[src/rtl/sdram_pkg.sv]
// Shared SDRAM region map and controller state encoding.
// The writer and the reader both use it, so region geometry is defined here only.
package sdram_pkg;

    typedef enum logic [1:0] {
        ST_IDLE  = 2'd0,
        ST_WRITE = 2'd1,
        ST_DONE  = 2'd2
    } state_t;

    localparam logic [31:0] IMG_OFFSET = 32'h0000_0000;
    localparam logic [31:0] L0_OFFSET  = 32'h0000_0080;
    localparam logic [31:0] L1_OFFSET  = 32'h0000_0880;
    localparam logic [31:0] L2_OFFSET  = 32'h0000_0980;

    localparam logic [11:0] IMG_SIZE = 12'd128;
    localparam logic [11:0] L0_SIZE  = 12'd2048;
    localparam logic [11:0] L1_SIZE  = 12'd256;
    localparam logic [11:0] L2_SIZE  = 12'd160;

    // Region select encoding: 00 L0, 01 L1, 10 L2, 11 image.
    function automatic logic [31:0] region_offset(input logic [1:0] sel);
        case (sel)
            2'b00:   return L0_OFFSET;
            2'b01:   return L1_OFFSET;
            2'b10:   return L2_OFFSET;
            default: return IMG_OFFSET;
        endcase
    endfunction

    function automatic logic [11:0] region_size(input logic [1:0] sel);
        case (sel)
            2'b00:   return L0_SIZE;
            2'b01:   return L1_SIZE;
            2'b10:   return L2_SIZE;
            default: return IMG_SIZE;
        endcase
    endfunction

endpackage

[src/rtl/byte_fifo.sv]
// Small synchronous FIFO buffering source bytes ahead of the Avalon write port.
// Registered push (no bypass); push ignored when full, pop ignored when empty.
module byte_fifo #(
    parameter int WIDTH = 8,
    parameter int DEPTH = 4
) (
    input  logic             clk,
    input  logic             reset,
    input  logic             push_i,
    input  logic             pop_i,
    input  logic [WIDTH-1:0] din_i,
    output logic             full_o,
    output logic             empty_o,
    output logic [WIDTH-1:0] head_o
);

    localparam int AW = $clog2(DEPTH);
    localparam logic [AW:0] PTR_ONE = (AW + 1)'(1);

    // Pointers carry one extra wrap bit to tell full from empty.
    logic [AW:0]      wptr_q, wptr_d;
    logic [AW:0]      rptr_q, rptr_d;
    logic [WIDTH-1:0] mem_q [DEPTH];
    logic             do_push, do_pop;

    assign empty_o = (wptr_q == rptr_q);
    assign full_o  = (wptr_q[AW] != rptr_q[AW]) && (wptr_q[AW-1:0] == rptr_q[AW-1:0]);
    assign head_o  = mem_q[rptr_q[AW-1:0]];
    assign do_push = push_i && !full_o;
    assign do_pop  = pop_i && !empty_o;

    always_comb begin
        wptr_d = do_push ? wptr_q + PTR_ONE : wptr_q;
        rptr_d = do_pop  ? rptr_q + PTR_ONE : rptr_q;
    end

    always_ff @(posedge clk) begin
        if (reset) begin
            wptr_q <= '0;
            rptr_q <= '0;
        end else begin
            wptr_q <= wptr_d;
            rptr_q <= rptr_d;
        end
    end

    always_ff @(posedge clk) begin
        if (do_push) begin
            mem_q[wptr_q[AW-1:0]] <= din_i;
        end
    end

endmodule

[src/rtl/sdram_writer.sv]
// Streams one SDRAM region (image/L0/L1/L2) from a byte source to an Avalon write master.
// One cycle from byte acceptance to earliest write; in_ready drops when the buffer is full or the region is fully accepted.
module sdram_writer
    import sdram_pkg::*;
#(
    parameter int          MASTER_ADDRESSWIDTH = 28,
    parameter int          DATAWIDTH           = 8,
    parameter logic [31:0] SDRAM_ADDR          = 32'h0800_0000,
    parameter int          FIFO_DEPTH          = 4
) (
    input  logic                           clk,
    input  logic                           reset,
    input  logic                           start,
    input  logic [1:0]                     which_data,
    input  logic [DATAWIDTH-1:0]           in_data,
    input  logic                           in_valid,
    output logic                           in_ready,
    output logic                           busy,
    output logic                           done,
    output logic [MASTER_ADDRESSWIDTH-1:0] master_address,
    output logic [DATAWIDTH-1:0]           master_writedata,
    output logic                           master_write,
    output logic                           master_read,
    input  logic                           master_waitrequest
);

    state_t                         state_q, state_d;
    logic [MASTER_ADDRESSWIDTH-1:0] base_q, base_d;
    logic [11:0]                    len_q, len_d;
    logic [11:0]                    acc_q, acc_d;
    logic [11:0]                    wr_q, wr_d;

    logic                 fifo_full, fifo_empty;
    logic [DATAWIDTH-1:0] fifo_head;
    logic                 push, pop;

    assign master_read = 1'b0;

    byte_fifo #(
        .WIDTH (DATAWIDTH),
        .DEPTH (FIFO_DEPTH)
    ) u_fifo (
        .clk     (clk),
        .reset   (reset),
        .push_i  (push),
        .pop_i   (pop),
        .din_i   (in_data),
        .full_o  (fifo_full),
        .empty_o (fifo_empty),
        .head_o  (fifo_head)
    );

    always_ff @(posedge clk) begin
        if (reset) begin
            state_q <= ST_IDLE;
        end else begin
            state_q <= state_d;
        end
    end

    always_comb begin
        state_d = state_q;
        case (state_q)
            ST_IDLE:  if (start) state_d = ST_WRITE;
            ST_WRITE: if (wr_q == len_q) state_d = ST_DONE;
            ST_DONE:  state_d = ST_IDLE;
            default:  state_d = ST_IDLE;
        endcase
    end

    always_comb begin
        in_ready         = 1'b0;
        master_write     = 1'b0;
        busy             = 1'b0;
        done             = 1'b0;
        master_address   = '0;
        master_writedata = '0;
        case (state_q)
            ST_WRITE: begin
                busy         = 1'b1;
                in_ready     = !fifo_full && (acc_q < len_q);
                master_write = !fifo_empty;
            end
            ST_DONE: begin
                busy = 1'b1;
                done = 1'b1;
            end
            default: ;
        endcase
        // Outputs derive only from registered state, so they hold across a stall.
        if (master_write) begin
            master_address   = base_q + MASTER_ADDRESSWIDTH'(wr_q);
            master_writedata = fifo_head;
        end
    end

    assign push = in_valid && in_ready;
    assign pop  = master_write && !master_waitrequest;

    always_comb begin
        base_d = base_q;
        len_d  = len_q;
        acc_d  = acc_q;
        wr_d   = wr_q;
        if (state_q == ST_IDLE && start) begin
            base_d = MASTER_ADDRESSWIDTH'(SDRAM_ADDR + region_offset(which_data));
            len_d  = region_size(which_data);
            acc_d  = '0;
            wr_d   = '0;
        end else begin
            if (push) acc_d = acc_q + 12'd1;
            if (pop)  wr_d  = wr_q + 12'd1;
        end
    end

    always_ff @(posedge clk) begin
        if (reset) begin
            base_q <= '0;
            len_q  <= '0;
            acc_q  <= '0;
            wr_q   <= '0;
        end else begin
            base_q <= base_d;
            len_q  <= len_d;
            acc_q  <= acc_d;
            wr_q   <= wr_d;
        end
    end

endmodule

[config.mk]
export PLATFORM = sky130hd
export DESIGN_NAME = sdram_writer
export DESIGN_NICKNAME = d
export VERILOG_FILES = /design/src/rtl/sdram_pkg.sv /design/src/rtl/byte_fifo.sv /design/src/rtl/sdram_writer.sv
export SDC_FILE = /design/constraint.sdc
export NUM_CORES = 1
export LEC_CHECK = 0
export BUFFER_PORTS_ARGS = -buffer_cell sky130_fd_sc_hd__buf_2
export CAP_MARGIN = 10
export CORE_MARGIN = 2
export CORE_UTILIZATION = 50
export DETAILED_ROUTE_END_ITERATION = 8
export PLACE_DENSITY_LB_ADDON = 0.08
export SKIP_LAST_GASP = 1
export SLEW_MARGIN = 20
export SYNTH_ARGS = -nofsm -noshare
export SYNTH_HDL_FRONTEND = slang
export SYNTH_SLANG_ARGS = --single-unit
[constraint.sdc]
create_clock -name clk -period 3.5 [get_ports clk]
set_input_delay 1.05 -clock clk [delete_from_list [all_inputs] [get_ports clk]]
set_output_delay 1.05 -clock clk [all_outputs]
set_load 0.05 [all_outputs]
==> reports/qor.txt <==
status - complete, no violations
gr usage total - 0.187
Pleak - 1.71 nW
register area share after synthesis - 0.466
clock power share - 0.369
DIE AREA - 8370 µm²
fin crit period - 3.33 ns
clk_lat worst skew - 0.36 ns
proportion of layout cells with a drive suffix above 1 - 0.190
via count - 2,807
site row count - 31
critical path class - flop to primary output
antenna violations before repair - 0
Final Max Slew Viols - 0
Boundary Pins - 56
PostCTS Resize Cnt - 0
clk root buf - clkbuf_8
clk_skew - 0.0120 ns
Post-CTS Hold Fix Bufs - 0
Post-CTS Setup Bufs - 0
Num CTS Buffers - 9
initial DRC count - 136
internal power - 1.54 mW
diode count - 0
sw power - 0.685 mW
die height - 91.5 µm
Synth Area per Inst - 10.5 µm²
synthesized area - 3830 µm²
Clock H-tree levels - 3
cells along the critical path - ha_1 > inv_1 > fa_1 > or3_1 > a21oi_1 > buf_2
DP HPWL - 5.28 mm
Comb power frac - 0.203
yosys warns - 0
Multi-input gate area - 1850 µm²
worst-path fanout max - 7
CTS tree - built
Port Buf Inserts - 40
Pre-antenna DRT Iters - 4
flops & latches, synth - 73
Max clock buf depth - 2
crit path DAT - 2.28 ns
critical path endpoint category - primary output
delay of the slowest critical-path stage - 0.47 ns
Hold Crit Class - flop to flop
Synth Area in Simple Gates - 0.185
grt total ovfl - 0
fillers - 634
ys flop type - dfxtp_1
delay-heaviest family, CP - adder cells
number of global-route vias before repair - 2,535
Compound-Gate Fraction of Synth Area - 0.117
Sink Count - 73
largest net degree at the start of global routing - 22
Final Hold Fails - 0
Syn-to-layout area delta - 12.7%
DRT antenna net count - 0
pwr dens - 515 nW/µm²
most common cell in the synthesized netlist - dfxtp_1
core area - 7330 µm²
area share of the leading cell type in the synthesized netlist - 0.251
DR WL/cell - 14.7 µm
Commonest cells post-synth - 41 x dfxtp_1, 32 x edfxtp_1, 28 x a21oi_1, 23 x ha_1, 21 x nand2_1
Die X-Extent - 91.5 µm
vias per std cell - 5.51
Yosys cell types - 53
Post-Synth Adder-Cell Area - 0.0804
Reg area - 1780 µm²
worst-margin pin slew - 0.981 ns
worst vdd ir - 0.314 mV
final setup margin - 0.166 ns
CP Data Required Time - 2.45 ns
Tcrit/Tclk final - 0.953
setup TNS - 0 ns
drt drc - 0
Worst setup SP type - flop
aggregate routed wire length - 7.51 mm
Power Total - 2.22 mW
RD Place Congestion - 0.847
CP max-delay cell - dfxtp_1
Setup-failing EPs final - 0
Net count, final - 444
worst rel slew slack - 0.335
initial core utilization - 0.522
Synth Area in XOR/XNOR - 0.0317
WP buf/inv - 2
Synth area leader - edfxtp_1
Sw Ratio - 0.309
combinational family with the most area after synthesis - simple AND/OR/NAND/NOR gates
largest cells by area after synthesis - edfxtp_1 25%, dfxtp_1 21%, ha_1 7.5%
pre-CTS setup slack - 0.559 ns
Post-synth EDFFs - 32
Max Fclk - 0.300 GHz
mux contribution to synthesized area - 0.0553
CTS clk-pin slew, worst paths - 0.09 ns
first-pass GRT wire length - 12.3 mm
RSZ-0062 raised after global routing - false
Post-synth ARST share - 0
Gate Count Post-Synth - 364
sequential power share - 0.428
max_cap viols - 0
## power by group through the flow
stage	sequential [mW]	combinational (mW)	clock, mW
floorplan	0.962	0.377	0
global placement	0.970	0.450	0
detailed placement	0.971	0.452	0
CTS	0.951	0.454	0.833
global route	0.955	0.497	0.869
finish	0.951	0.451	0.820
## final timing paths
kind	start	end	slack, ns	cells past startpoint
max	wr_q[7]$_SDFFE_PP0N_	master_address[11]	0.17	6
min	base_q[11]$_SDFFE_PP0P_	base_q[11]$_SDFFE_PP0P_	0.49	2
max reg2reg	len_q[8]$_SDFFE_PP0P_	u_fifo.wptr_q[2]$_SDFFE_PP0P_	1.05	6
min reg2reg	base_q[11]$_SDFFE_PP0P_	base_q[11]$_SDFFE_PP0P_	0.49	2
## layer usage
layer / part of all wire / vias to the layer above / routed length [µm] / GRT usage
met5: 0 / - / 0 / 0
met4: 0.018 / 0 / 134 / 0.0732
met3: 0.042 / 12 / 317 / 0.0349
met2: 0.47 / 68 / 3520 / 0.303
met1: 0.47 / 1340 / 3540 / 0.248
li1: - / 1387 / - / -
## cell type report
class,instances,share of cell area
multi-input combinational,258,0.430
sequential,73,0.413
timing repair buffer,45,0.0551
clock buffer,9,0.0287
clock inverter,7,0.0287
tap,99,0.0287
inverter,18,0.0157
## state kept, by name (all words and copies together), names as in the netlist, named ones only
register	flops
state_q	2
len_q	4
u_fifo.rptr_q	3
acc_q	12
u_fifo.mem_q	32
wr_q	12
u_fifo.wptr_q	3
base_q	3
## cells by family (layout without fill, tap and decap cells)
logic type | after synthesis | after routing
fa+ha+maj | 24 | 24
xor+xnor | 13 | 13
buf+inv | 47 | 79
flops | 73 | 73
simple gates | 125 | 125
mux | 11 | 11
compound gates | 70 | 70
other cells | 1 | 15
## placed cells by master, fill, tap and decap left out, types with 5 or more instances in the layout
| cell type | n |
|---|---|
| buf_4 | 5 |
| and2_1 | 16 |
| edfxtp_1 | 32 |
| dfxtp_1 | 41 |
| nor2_1 | 20 |
| mux4_2 | 8 |
| or4_1 | 9 |
| inv_1 | 18 |
| o31ai_1 | 9 |
| buf_2 | 40 |
| nand3_1 | 12 |
| or3_1 | 10 |
| and3_1 | 8 |
| conb_1 | 15 |
| xor2_1 | 10 |
| nand2b_1 | 5 |
| nand2_1 | 21 |
| ha_1 | 23 |
| o21ai_0 | 14 |
| a21oi_1 | 28 |
| nand4_1 | 7 |
| clkbuf_8 | 9 |
## per-stage QoR
stage | util | std cells | hold WS, ns | instance area, µm²
after detailed placement | 0.555 | 493 | 0.472 | 4070
after global routing | 0.588 | 509 | 0.524 | 4310
after floorplan | - | 378 | 0.432 | 3880
after CTS | 0.588 | 509 | 0.491 | 4310
after global placement | 0.555 | 493 | 0.448 | 4070
final | 0.588 | 509 | 0.485 | 4310
## worst reg2reg max path, cell delays in order (launching register included)
cell,delay [ns]
dfxtp_1,0.38
inv_1,0.06
ha_1,0.19
o31ai_1,0.35
o311a_1,0.44
and3_1,0.54
mux2_2,0.39
No activity file was read; power rests on OpenSTA's default activity.
